File: config.mk
export PLATFORM = sky130hd
export DESIGN_NAME = ifu_fetch
export DESIGN_NICKNAME = d
export VERILOG_FILES = /design/src/rtl/ifu_fetch_pkg.sv /design/src/rtl/ifu_npc_sel.sv /design/src/rtl/ifu_fetch.sv
export SDC_FILE = /design/constraint.sdc
export NUM_CORES = 1
export LEC_CHECK = 0
export CAP_MARGIN = 20
export CORE_MARGIN = 2
export CORE_UTILIZATION = 45
export DETAILED_ROUTE_END_ITERATION = 10
export PLACE_DENSITY = 0.81
export REMOVE_ABC_BUFFERS = 1
export SLEW_MARGIN = 10
export SYNTH_ARGS = -nofsm -noshare
export SYNTH_HDL_FRONTEND = slang
export SYNTH_SLANG_ARGS = --single-unit
File: constraint.sdc
create_clock -name clk -period 2.4 [get_ports clk]
set_input_delay 0.6 -clock clk [delete_from_list [all_inputs] [get_ports clk]]
set_output_delay 0.6 -clock clk [all_outputs]
set_load 0.02 [all_outputs]
File: src/rtl/ifu_fetch_pkg.sv
// Shared encodings for the instruction-fetch unit: FSM states, fault causes,
// AXI response code and reset/NOP constants.
package ifu_fetch_pkg;

    typedef enum logic [2:0] {
        S_IDLE  = 3'd0,
        S_AR    = 3'd1,
        S_R     = 3'd2,
        S_ISSUE = 3'd3,
        S_NPC   = 3'd4,
        S_FAULT = 3'd5
    } ifu_state_e;

    typedef enum logic [1:0] {
        IFU_FAULT_NONE     = 2'd0,
        IFU_FAULT_ACCESS   = 2'd1,
        IFU_FAULT_MISALIGN = 2'd2
    } ifu_fault_e;

    localparam logic [1:0]  AXI_RESP_OKAY  = 2'b00;
    localparam logic [31:0] PC_RESET_VALUE = 32'h8000_0000;
    localparam logic [31:0] INST_NOP_VALUE = 32'h0000_0013;

    // Instructions are word aligned; any low address bit set is a misaligned fetch.
    function automatic logic is_misaligned(input logic [31:0] addr);
        return addr[1:0] != 2'b00;
    endfunction

endpackage

File: src/rtl/ifu_npc_sel.sv
// Next-PC selection: taken branch target or sequential pc+4 (wrapping mod 2^32),
// plus alignment check of the selected address.
module ifu_npc_sel
    import ifu_fetch_pkg::*;
(
    input  logic [31:0] pc,
    input  logic        branch_en,
    input  logic [31:0] dnpc,
    output logic [31:0] next_pc,
    output logic        misalign
);

    always_comb begin
        next_pc  = branch_en ? dnpc : pc + 32'd4;
        misalign = is_misaligned(next_pc);
    end

endmodule

File: src/rtl/ifu_fetch.sv
// Non-pipelined instruction fetch: one AXI-lite read in flight, issue to IDU, wait for BPU.
// Optional feature: define IFU_MISALIGN_CHECK_EN to fault on a misaligned next pc instead of fetching it.
module ifu_fetch
    import ifu_fetch_pkg::*;
#(
    parameter logic [31:0] RESET_PC = PC_RESET_VALUE,
    parameter logic [31:0] INST_NOP = INST_NOP_VALUE
) (
    input  logic        clk,
    input  logic        rst,
    output logic        arvalid_o,
    output logic [31:0] araddr_o,
    input  logic        arready_i,
    input  logic        rvalid_i,
    input  logic [31:0] rdata_i,
    input  logic [1:0]  rresp_i,
    output logic        rready_o,
    output logic        inst_valid_o,
    input  logic        inst_ready_i,
    output logic [31:0] inst_o,
    output logic [31:0] pc_o,
    input  logic        npc_valid_i,
    input  logic        branch_en_i,
    input  logic [31:0] dnpc_i,
    output logic        fault_o,
    output logic [1:0]  fault_cause_o
);

    ifu_state_e  state;
    ifu_fault_e  cause;
    logic [31:0] pc;
    logic [31:0] npc;
    logic        npc_misalign;
    logic        npc_fault;
    logic        npc_load;

    ifu_npc_sel u_npc_sel (
        .pc        (pc),
        .branch_en (branch_en_i),
        .dnpc      (dnpc_i),
        .next_pc   (npc),
        .misalign  (npc_misalign)
    );

`ifdef IFU_MISALIGN_CHECK_EN
    assign npc_fault = npc_misalign;
`else
    logic unused_npc_misalign;
    assign unused_npc_misalign = npc_misalign;
    assign npc_fault = 1'b0;
`endif

    // BPU result is consumed only together with the IDU handshake or while waiting for it.
    always_comb begin
        npc_load = 1'b0;
        if (state == S_ISSUE && inst_valid_o && inst_ready_i && npc_valid_i)
            npc_load = 1'b1;
        else if (state == S_NPC && npc_valid_i)
            npc_load = 1'b1;
    end

    assign pc_o          = pc;
    assign fault_cause_o = cause;

    always_ff @(posedge clk) begin
        if (rst) begin
            state        <= S_IDLE;
            pc           <= RESET_PC;
            arvalid_o    <= 1'b0;
            araddr_o     <= RESET_PC;
            rready_o     <= 1'b0;
            inst_valid_o <= 1'b0;
            inst_o       <= INST_NOP;
            fault_o      <= 1'b0;
            cause        <= IFU_FAULT_NONE;
        end else begin
            case (state)
                S_IDLE: begin
                    state     <= S_AR;
                    arvalid_o <= 1'b1;
                    araddr_o  <= pc;
                end
                S_AR: begin
                    if (arready_i) begin
                        arvalid_o <= 1'b0;
                        rready_o  <= 1'b1;
                        state     <= S_R;
                    end
                end
                S_R: begin
                    if (rvalid_i) begin
                        rready_o <= 1'b0;
                        if (rresp_i == AXI_RESP_OKAY) begin
                            inst_o <= rdata_i;
                            state  <= S_ISSUE;
                        end else begin
                            fault_o <= 1'b1;
                            cause   <= IFU_FAULT_ACCESS;
                            state   <= S_FAULT;
                        end
                    end
                end
                S_ISSUE: begin
                    // First cycle here is the latch cycle; valid rises on the next edge.
                    if (!inst_valid_o) begin
                        inst_valid_o <= 1'b1;
                    end else if (inst_ready_i) begin
                        inst_valid_o <= 1'b0;
                        if (!npc_valid_i)
                            state <= S_NPC;
                    end
                end
                S_NPC: begin
                end
                S_FAULT: begin
                    arvalid_o    <= 1'b0;
                    rready_o     <= 1'b0;
                    inst_valid_o <= 1'b0;
                end
                default: begin
                    state <= S_IDLE;
                end
            endcase

            if (npc_load) begin
                pc     <= npc;
                inst_o <= INST_NOP;
                if (npc_fault) begin
                    fault_o <= 1'b1;
                    cause   <= IFU_FAULT_MISALIGN;
                    state   <= S_FAULT;
                end else begin
                    arvalid_o <= 1'b1;
                    araddr_o  <= npc;
                    state     <= S_AR;
                end
            end
        end
    end

endmodule

# After elaboration in Yosys (flattened, before gate mapping)
# Index checks and enable logic that the tools add are counted.
[word_totals] inputBits=73 ff_bits=103
[classes] n_eq_ne=16 addsub=1 n_reduce_logical=18 n_bitwise=2 mux=22
[op_table] cell="2-to-1 mux 32 bit" n=3
[op_table] cell="adder 32 x 3 -> 32 bit, second input constant" n=1
[op_table] cell="2-to-1 mux 3 bit" n=6
[op_table] cell="!= test 3 bit, second input constant" n=5
[op_table] cell="case mux 3 bit (5 select lines)" n=1
[op_table] cell="AND reduction 6 bit" n=2
[op_table] cell="!= test 2 bit, second input constant" n=5
[op_table] cell="2-to-1 mux 1 bit" n=9
[op_table] cell="AND reduction 3 bit" n=3
[op_table] cell="equality test 3 x 2 -> 1 bit, second input constant" n=2
[op_table] cell="equality test 3 bit, second input constant" n=2
[op_table] cell="case mux 1 bit (3 select lines)" n=2
[op_table] cell="logical AND 1 bit" n=4
[op_table] cell="nonzero test 2 bit" n=2
[op_table] cell="nonzero test 4 bit" n=1
[op_table] cell="OR reduction 2 bit" n=2
[op_table] cell="equality test 3 x 1 -> 1 bit, second input constant" n=1
[op_table] cell="zero test 3 bit" n=1
[op_table] cell="nonzero test 3 bit" n=1
[op_table] cell="zero test 2 bit" n=1
[op_table] cell="!= test 2 x 1 -> 1 bit, second input constant" n=1
[op_table] cell="inverter 1 bit" n=2
[op_table] cell="case mux 1 bit (2 select lines)" n=1
[op_table] cell="AND reduction 2 bit" n=1

# Longest topological paths before layout
# Gate-level depths: netlist of the first run.
[depth] word_depth=7 mapped_depth=7 mapped_depth_nobuf=6

# By module
# From an unflattened synthesis of the first run, not the netlist that was laid out.
[unflattened] cells_unflattened=654 area_unflattened_um2=5012.3
[modules_own_cells] mod="ifu_fetch" area_per_inst_um2=4012.6 cells_per_inst=490 instances=1
[modules_own_cells] mod="ifu_npc_sel" area_per_inst_um2=999.7 cells_per_inst=164 instances=1

# Least setup slack after synthesis of the first run
# Ideal clock, no wire load.
[synth_timing] kind="flip-flop to flip-flop" startpoint="reg pc[8] (netlist: pc_o[8])" endpoint="reg araddr_o[23]" required_ns=2.262 path_slack_ns=0.360 stages_incl_launch_ff=7 t_arrival_ns=1.902 synth_period_minus_slack_ns=2.040 setup_ns=0.138 path_cell_list="dfxtp_1 > clkbuf_1 > nand2_1 > or3_4 > or4_1 > a32oi_1 > a211oi_1"
[synth_between] elab_chain_len=3
[synth_rtl] item="start: declaration" line="ifu_fetch.sv:31" text="logic [31:0] pc;"
[synth_rtl] item="start signal: assignment" line="ifu_fetch.sv:126" text="pc <= npc;"
[synth_rtl] item="adder 32 x 3 -> 32 bit" line="ifu_npc_sel.sv:14" text="next_pc = branch_en ? dnpc : pc + 32'd4;"
[synth_rtl] item="2-to-1 mux 32 bit" line="ifu_npc_sel.sv:14"
[synth_rtl] item="2-to-1 mux 32 bit" line="ifu_fetch.sv:125" text="if (npc_load) begin"
[synth_rtl] item="end signal: assignment" line="ifu_fetch.sv:81" text="araddr_o <= pc;"
[synth_rtl] item="end signal: assignment" line="ifu_fetch.sv:134" text="araddr_o <= npc;"
[synth_rtl] item="end: declaration" line="ifu_fetch.sv:12" text="output logic [31:0] araddr_o,"
# No other way between the ends.
# A chain may end at the register's enable or synchronous reset.

# Final worst setup path of the first run
[layout_timing] startpoint="in npc_valid_i" endpoint="reg araddr_o[24]"
[layout_between] elab_chain_len=4
[layout_rtl] item="start: declaration" line="ifu_fetch.sv:22" text="input logic npc_valid_i,"
[layout_rtl] item="logical AND 1 bit" line="ifu_fetch.sv:58" text="else if (state == S_NPC && npc_valid_i)"
[layout_rtl] item="2-to-1 mux 1 bit" line="ifu_fetch.sv:58"
[layout_rtl] item="2-to-1 mux 1 bit (*)" line="ifu_fetch.sv:56" text="if (state == S_ISSUE && inst_valid_o && inst_ready_i && npc_valid_i)"
[layout_rtl] item="2-to-1 mux 32 bit / nonzero test 2 bit (equally long branches)"
# Mark *: on every way between the ends. The rest lies on a longest branch, timed or not.

==> results.py, run 1 <==
metrics = {
    "run_status": {
        "status": "completed",
    },
    "floorplan": {
        "die-width_um": 108,
        "die_height_um": 108,
        "die_area_mm2": 0.0116,
        "initial_utilization_pct": 46.6,
        "core_area_mm2": 0.0104,
        "floorplan.io_pins": 175,
        "core.rowCount": 37,
    },
    "global_routing": {
        "grt_util_met2_pct": 46.0,
        "globalRouteOverflowTotal": 0,
        "grt_pass1_vias": 5240,
        "gr-usage-met1_pct": 33.9,
        "grt_use_met3_pct": 4.72,
        "grt_max_degree": 34,
        "global_route_wire_length_before_repair_um": 25200,
        "routing_layer_with_the_top_usage_in_global_route": "met2",
        "global_route.usage.total_pct": 27.1,
        "number_of_antenna_violations_at_the_first_check_in_global_routing": 0,
    },
    "synthesis": {
        "async_reset_ff_share_pct": 0,
        "synth_area_mm2": 0.00483,
        "number_of_enable_flip_flop_cells_after_synthesis": 0,
        "portion_of_the_post_synthesis_area_used_by_sequential_elements_pct": 42.7,
        "postSynthCellCount": 625,
        "yosys_warnings": 0,
        "synth.distinct_cells": 58,
        "synth.ff_latch_count": 103,
        "synthesis.area_per_instance_um2": 7.74,
        "ys.flop_type": "dfxtp_1",
    },
    "final_layout": {
        "multi_input_comb_area_mm2": 0.00255,
        "final_nets": 875,
        "areaGrowthSynthToFinish_pct": 47.0,
        "layoutNonFillerInstCount": 941,
        "final_cell_mix": "clkdlybuf4s50_1 (171), nand2_1 (108), dfxtp_1 (103)",
        "fillerInstances": 863,
        "mostFrequentLayoutCell": "clkdlybuf4s50_1",
        "post_route_cells_drive_above_1_share_pct": 8.57,
        "seq_area_mm2": 0.00206,
        "diodes": 0,
    },
    "routing": {
        "wirelength_um": 16300,
        "first_iter_violations": 377,
        "wl_per_cell_um": 17.3,
        "drt_first_pass_iters": 8,
        "detail_route.vias_per_cell": 5.93,
        "vias": 5576,
        "postRouteAntennaNets": 0,
        "drc": 0,
    },
    "clocking": {
        "clock_insertion_delay_worst_skew_ns": 0.36,
        "tritoncts_clock_tree": "done",
        "clock-root-buffer": "clkbuf_8",
        "cts.sink_count": 103,
        "cts-buffers-inserted": 9,
        "cts.hold.buffers_added": 0,
        "ctsHtreeMaxLevel": 3,
        "clk_pin_slew_worst_paths_ns": 0.10,
        "clock_tree.buffer_depth": 2,
    },
    "timing": {
        "unrepaired_setup_endpoints_after_global_routing": "no",
        "hold_violations": 0,
        "timing.final.setup_violations": 0,
        "clock.fmax_ghz": 0.444,
        "timing.setup.tns_ns": 0,
        "final_count_of_pins_violating_max_slew": 0,
        "layout_worst_path_cycle_share_pct": 93.8,
        "finalWorstPathRequiredPeriod_ns": 2.25,
        "fin_worst_skew_ns": 0.0117,
    },
    "critical_path": {
        "crit_path_max_fo": 6,
        "startpoint_type_of_the_worst_setup_path": "primary input",
        "endpoint_kind": "register",
        "worst_ep_required_time_ns": 2.65,
        "criticalPathCategory": "in -> reg",
        "critPathArrivalTime_ns": 2.50,
    },
    "power": {
        "vdd_drop_max_uv": 365,
        "internal-power_uw": 2560,
        "power_frac_comb_pct": 22.0,
        "power.share.switching_pct": 30.5,
        "power.net_switching_uw": 1120,
        "seq_power_share_pct": 50.0,
        "power.density_mw_per_mm2": 517,
        "power.leakage_uw": 0.00245,
        "share_clk_of_total_power_pct": 27.9,
    },
    "placement": {
        "finalWeightedCongestion": 0.921,
        "buffer_ports.inserted": 173,
        "detailed_placement_hpwl_um": 12000,
        "dpl.cell_count": 926,
    },
    "job": {
        "cap_viol_max_count": 0,
    },
    "hold_path": {
        "min-delay-path-class": "reg -> reg",
    },
}
==> power by group through the flow <==
stage	Clock, uW	Sequential, uW	Combinational (uW)
after floorplan	0	1960	245
final	1030	1840	811
after CTS	1040	1840	805
after global placement	0	1870	788
after detailed placement	0	1880	799
after global routing	1100	1850	865
==> final timing paths <==
kind / from / to / slack, ns / cells after the start
worst min-delay path: araddr_o[3]$_SDFFE_PP0P_ / araddr_o[3]$_SDFFE_PP0P_ / 0.46 / 2
worst max-delay path: npc_valid_i / araddr_o[24]$_SDFFE_PP0P_ / 0.15 / 7
worst min register to register: araddr_o[3]$_SDFFE_PP0P_ / araddr_o[3]$_SDFFE_PP0P_ / 0.46 / 2
worst max register to register: pc_o[3]$_SDFFE_PP0P_ / araddr_o[26]$_SDFFE_PP0P_ / 0.21 / 6
==> per-stage QoR <==
stage	util [%]	power, uW	instance area, um2	hold WS (ns)	setup WS (ns)
4_1_cts	68.5	3680	7110	0.463	0.108
3_5_place_dp	66.8	2670	6930	0.448	-0.255
5_1_grt	68.6	3820	7110	0.477	0.0282
3_3_place_gp	66.8	2660	6930	0.442	-0.129
6_report	68.6	3680	7110	0.460	0.148
2_1_floorplan	-	2210	4620	0.524	-1.32
==> layout make-up <==
type / instances / share of cell area [%]
multi-input cells: 462 / 35.8
repair buffers: 215 / 29.7
flip-flops and latches: 103 / 29.0
well taps: 136 / 2.39
clock buffers: 9 / 1.74
clock inverters: 6 / 0.774
inverters: 10 / 0.528
==> cell usage after synthesis, types with 6 or more instances <==
library cell	instances	area share [%]
o22ai_1	7	0.91
or3_1	7	0.91
nand2_1	109	8.5
a31oi_1	12	1.6
nor2_1	63	4.9
dfxtp_1	103	43
nand4_1	9	1.2
clkbuf_1	36	2.8
o31ai_1	6	0.93
mux2i_1	7	1.4
nand3_1	30	3.1
or4_1	7	1.1
a211oi_1	19	3.0
inv_1	10	0.78
nor3_1	23	2.4
buf_2	9	0.93
o21ai_0	30	3.1
nor4_1	9	1.2
a311oi_1	7	1.3
a21oi_1	54	5.6
==> metal layers <==
| metal | wire (um) | up-vias |
|---|---|---|
| met5 | 0 | - |
| met4 | 512 | 0 |
| met3 | 1370 | 51 |
| met2 | 8050 | 313 |
| met1 | 6350 | 2591 |
| li1 | - | 2621 |
==> logic make-up after synthesis <==
group | synth area share (%)
buffers and inverters | 5.12
XOR/XNOR | 0.181
flip-flops | 42.7
multiplexers | 1.45
AND/OR/NAND/NOR | 27.6
other | 0.0776
AO/OA/AOI/OAI | 22.6
adder cells (fa/ha/maj) | 0.259
==> critical path, stage by stage <==
cell             delay (ns)
clkdlybuf4s50_1        0.48
nor4bb_1               0.23
buf_4                  0.18
a31o_2                 0.17
o21a_1                 0.25
nand2_2                0.17
o41ai_1                0.42
==> flip-flops by register name (all words and copies together) (netlist names) <==
register and flops:
araddr_o 32, fault_o 1, arvalid_o 1, rready_o 1
state 3, pc_o 32, inst_o 32, inst_valid_o 1
==> what timing repair did <==
action | CTS | global route
setup endpoints to repair | 0 | 2
resized for setup | 0 | 1
buffers inserted | 0 | 0
Power figures use the tool's default switching activity.
==> run 2, diff against run 1 <==
- TNS_END_PERCENT: default -> 30
==> results of run 2 <==
Same layout as run 1: the final DEF is identical, and so are final timing and power.
==> run 3, diff against run 2 <==
- CORE_UTILIZATION: 45 -> 46
- PLACE_DENSITY: 0.81 -> 0.82
- SYNTH_HIERARCHICAL: default -> 1
==> run 3 against run 2 <==
Net effect:
- sequential share of layout area down 0.97 points
- clock-buffer cell count up 2
- maximum frequency about the same
- via count up 0.11%
- critical endpoint is now araddr_o[28]$_SDFFE_PP0P_
- highest routed layer unchanged
==> results.py, run 3 <==
metrics = {
    "run_status": {
        "status": "completed",
    },
    "clocking": {
        "clock_tree.buffer_depth": 2,
        "clock-root-buffer": "clkbuf_8",
        "cts-buffers-inserted": 9,
        "tritoncts_clock_tree": "done",
        "clk_pin_slew_worst_paths_ns": 0.11,
        "clock_insertion_delay_worst_skew_ns": 0.37,
        "ctsHtreeMaxLevel": 3,
        "cts.sink_count": 103,
    },
    "final_layout": {
        "diodes": 0,
        "final_cell_mix": "clkdlybuf4s50_1 (172), dfxtp_1 (102), nand2_1 (90)",
        "layout.cell_area.non_filler_mm2": 0.00736,
        "areaGrowthSynthToFinish_pct": 47.0,
        "layoutNonFillerInstCount": 974,
        "final_nets": 903,
        "mostFrequentLayoutCell": "clkdlybuf4s50_1",
        "post_route_cells_drive_above_1_share_pct": 10.1,
        "fillerInstances": 868,
    },
    "floorplan": {
        "floorplan.io_pins": 175,
        "core.rowCount": 38,
        "die_height_um": 108,
        "die_area_mm2": 0.0117,
        "core_area_mm2": 0.0107,
        "initial_utilization_pct": 46.6,
        "die-width_um": 108,
    },
    "timing": {
        "final_count_of_pins_violating_max_slew": 0,
        "final.setup.worst_slack_ns": 0.146,
        "hold_violations": 0,
        "timing.setup.tns_ns": 0,
        "unrepaired_setup_endpoints_after_global_routing": "no",
        "fin_worst_skew_ns": 0.0156,
        "layout_worst_path_cycle_share_pct": 93.9,
        "timing.final.setup_violations": 0,
        "clock.fmax_ghz": 0.444,
        "finalWorstPathRequiredPeriod_ns": 2.25,
    },
    "placement": {
        "detailed_placement_hpwl_um": 11900,
        "dpl.cell_count": 955,
        "buffer_ports.inserted": 173,
        "pre_cts_worst_setup_slack_ns": 0.0691,
        "postPlaceCellArea_mm2": 0.00712,
        "finalWeightedCongestion": 0.883,
    },
    "synthesis": {
        "yosys_warnings": 6,
        "synthesis.area_per_instance_um2": 7.67,
        "synth_area_mm2": 0.00501,
        "postSynthCellCount": 653,
    },
    "routing": {
        "vias": 5582,
        "drc": 0,
        "postRouteAntennaNets": 0,
        "wl_per_cell_um": 16.8,
        "drt_first_pass_iters": 5,
        "first_iter_violations": 301,
        "wirelength_um": 16400,
        "detail_route.vias_per_cell": 5.73,
    },
    "critical_path": {
        "crit_startpoint": "pc_o[2]$_SDFFE_PP0P_",
        "setup.reg_to_reg.worst_slack_ns": 0.15,
        "worst_r2r_startpoint": "pc_o[2]$_SDFFE_PP0P_",
        "worst_ep_required_time_ns": 2.68,
        "crit_path_max_fo": 8,
        "startpoint_type_of_the_worst_setup_path": "register",
        "critPathArrivalTime_ns": 2.53,
        "crit-reg2reg-capture": "araddr_o[28]$_SDFFE_PP0P_",
        "criticalPathCategory": "reg -> reg",
        "ff_to_ff_path_depth": 7,
        "critical_path_sink": "araddr_o[28]$_SDFFE_PP0P_",
        "endpoint_kind": "register",
    },
    "global_routing": {
        "globalRouteOverflowTotal": 0,
        "grt_max_degree": 35,
        "global_route.usage.total_pct": 28.0,
        "global_route_wire_length_before_repair_um": 26200,
        "number_of_antenna_violations_at_the_first_check_in_global_routing": 0,
        "grt_pass1_vias": 5432,
    },
    "power": {
        "power.leakage_uw": 0.00266,
        "vdd_drop_max_uv": 338,
        "power.density_mw_per_mm2": 516,
    },
    "hold_path": {
        "min-delay-path-class": "reg -> reg",
        "hold_start": "inst_o[5]$_SDFFE_PP0P_",
    },
    "job": {
        "cap_viol_max_count": 0,
    },
}
==> run 3: layout make-up <==
cell class	instances	area, um2	area share (%)
Clock inverter	5	63.8	0.867
Inverter	38	143	1.94
Clock buffer	11	151	2.06
Timing Repair Buffer	229	2230	30.4
Tap cell	140	175	2.38
Sequential cell	103	2060	28.0
Multi-Input combinational cell	448	2530	34.4
==> run 3: critical path, stage by stage, from the launching register on <==
cell	delay, ns
dfxtp_1	0.45
ha_1	0.23
and2_2	0.29
nand3_1	0.12
or4_1	0.41
a31oi_1	0.23
a31oi_1	0.15
a211oi_1	0.27
==> run 3: metal layers <==
metal / global-route usage (%) / vias up / routed length (um)
met3: 8.38 / 27 / 1850
met5: 0 / - / 0
li1: - / 2654 / -
met1: 35.2 / 2608 / 6600
met2: 46.7 / 293 / 7670
met4: 7.69 / 0 / 242
==> run 3: through the flow <==
step                      hold WS (ns)  utilization, %  total power [uW]
after floorplan                  0.534               -              2190
after global placement           0.441            66.3              2630
after detailed placement         0.449            66.3              2660
after CTS                        0.461            68.3              3810
after global routing             0.478            68.5              3940
final                            0.459            68.5              3800
==> run 3: worst min path at each step <==
stage | cells past startpoint | end | slack (ns)
after floorplan | 2 | arvalid_o$_SDFFE_PP0P_ | 0.53
after global placement | 2 | inst_o[11]$_SDFFE_PP0P_ | 0.44
after detailed placement | 2 | inst_o[6]$_SDFFE_PP0P_ | 0.45
after CTS | 2 | inst_o[5]$_SDFFE_PP0P_ | 0.46
after global routing | 2 | inst_o[26]$_SDFFE_PP0P_ | 0.48
final | 2 | inst_o[5]$_SDFFE_PP0P_ | 0.46
==> run 3: timing repair <==
item	CTS	global route
gates resized for setup	0	2
setup endpoints to repair	0	9
hold buffers	0	0
buffers inserted	0	3
==> run 3: report_power, final <==
| part | leakage [uW] | switching, uW | internal (uW) |
|---|---|---|---|
| logic | 0.00171 | 393 | 382 |
| clock network | 0.000106 | 630 | 548 |
| registers | 0.000837 | 56.7 | 1790 |
| total | 0.00266 | 1080 | 2720 |
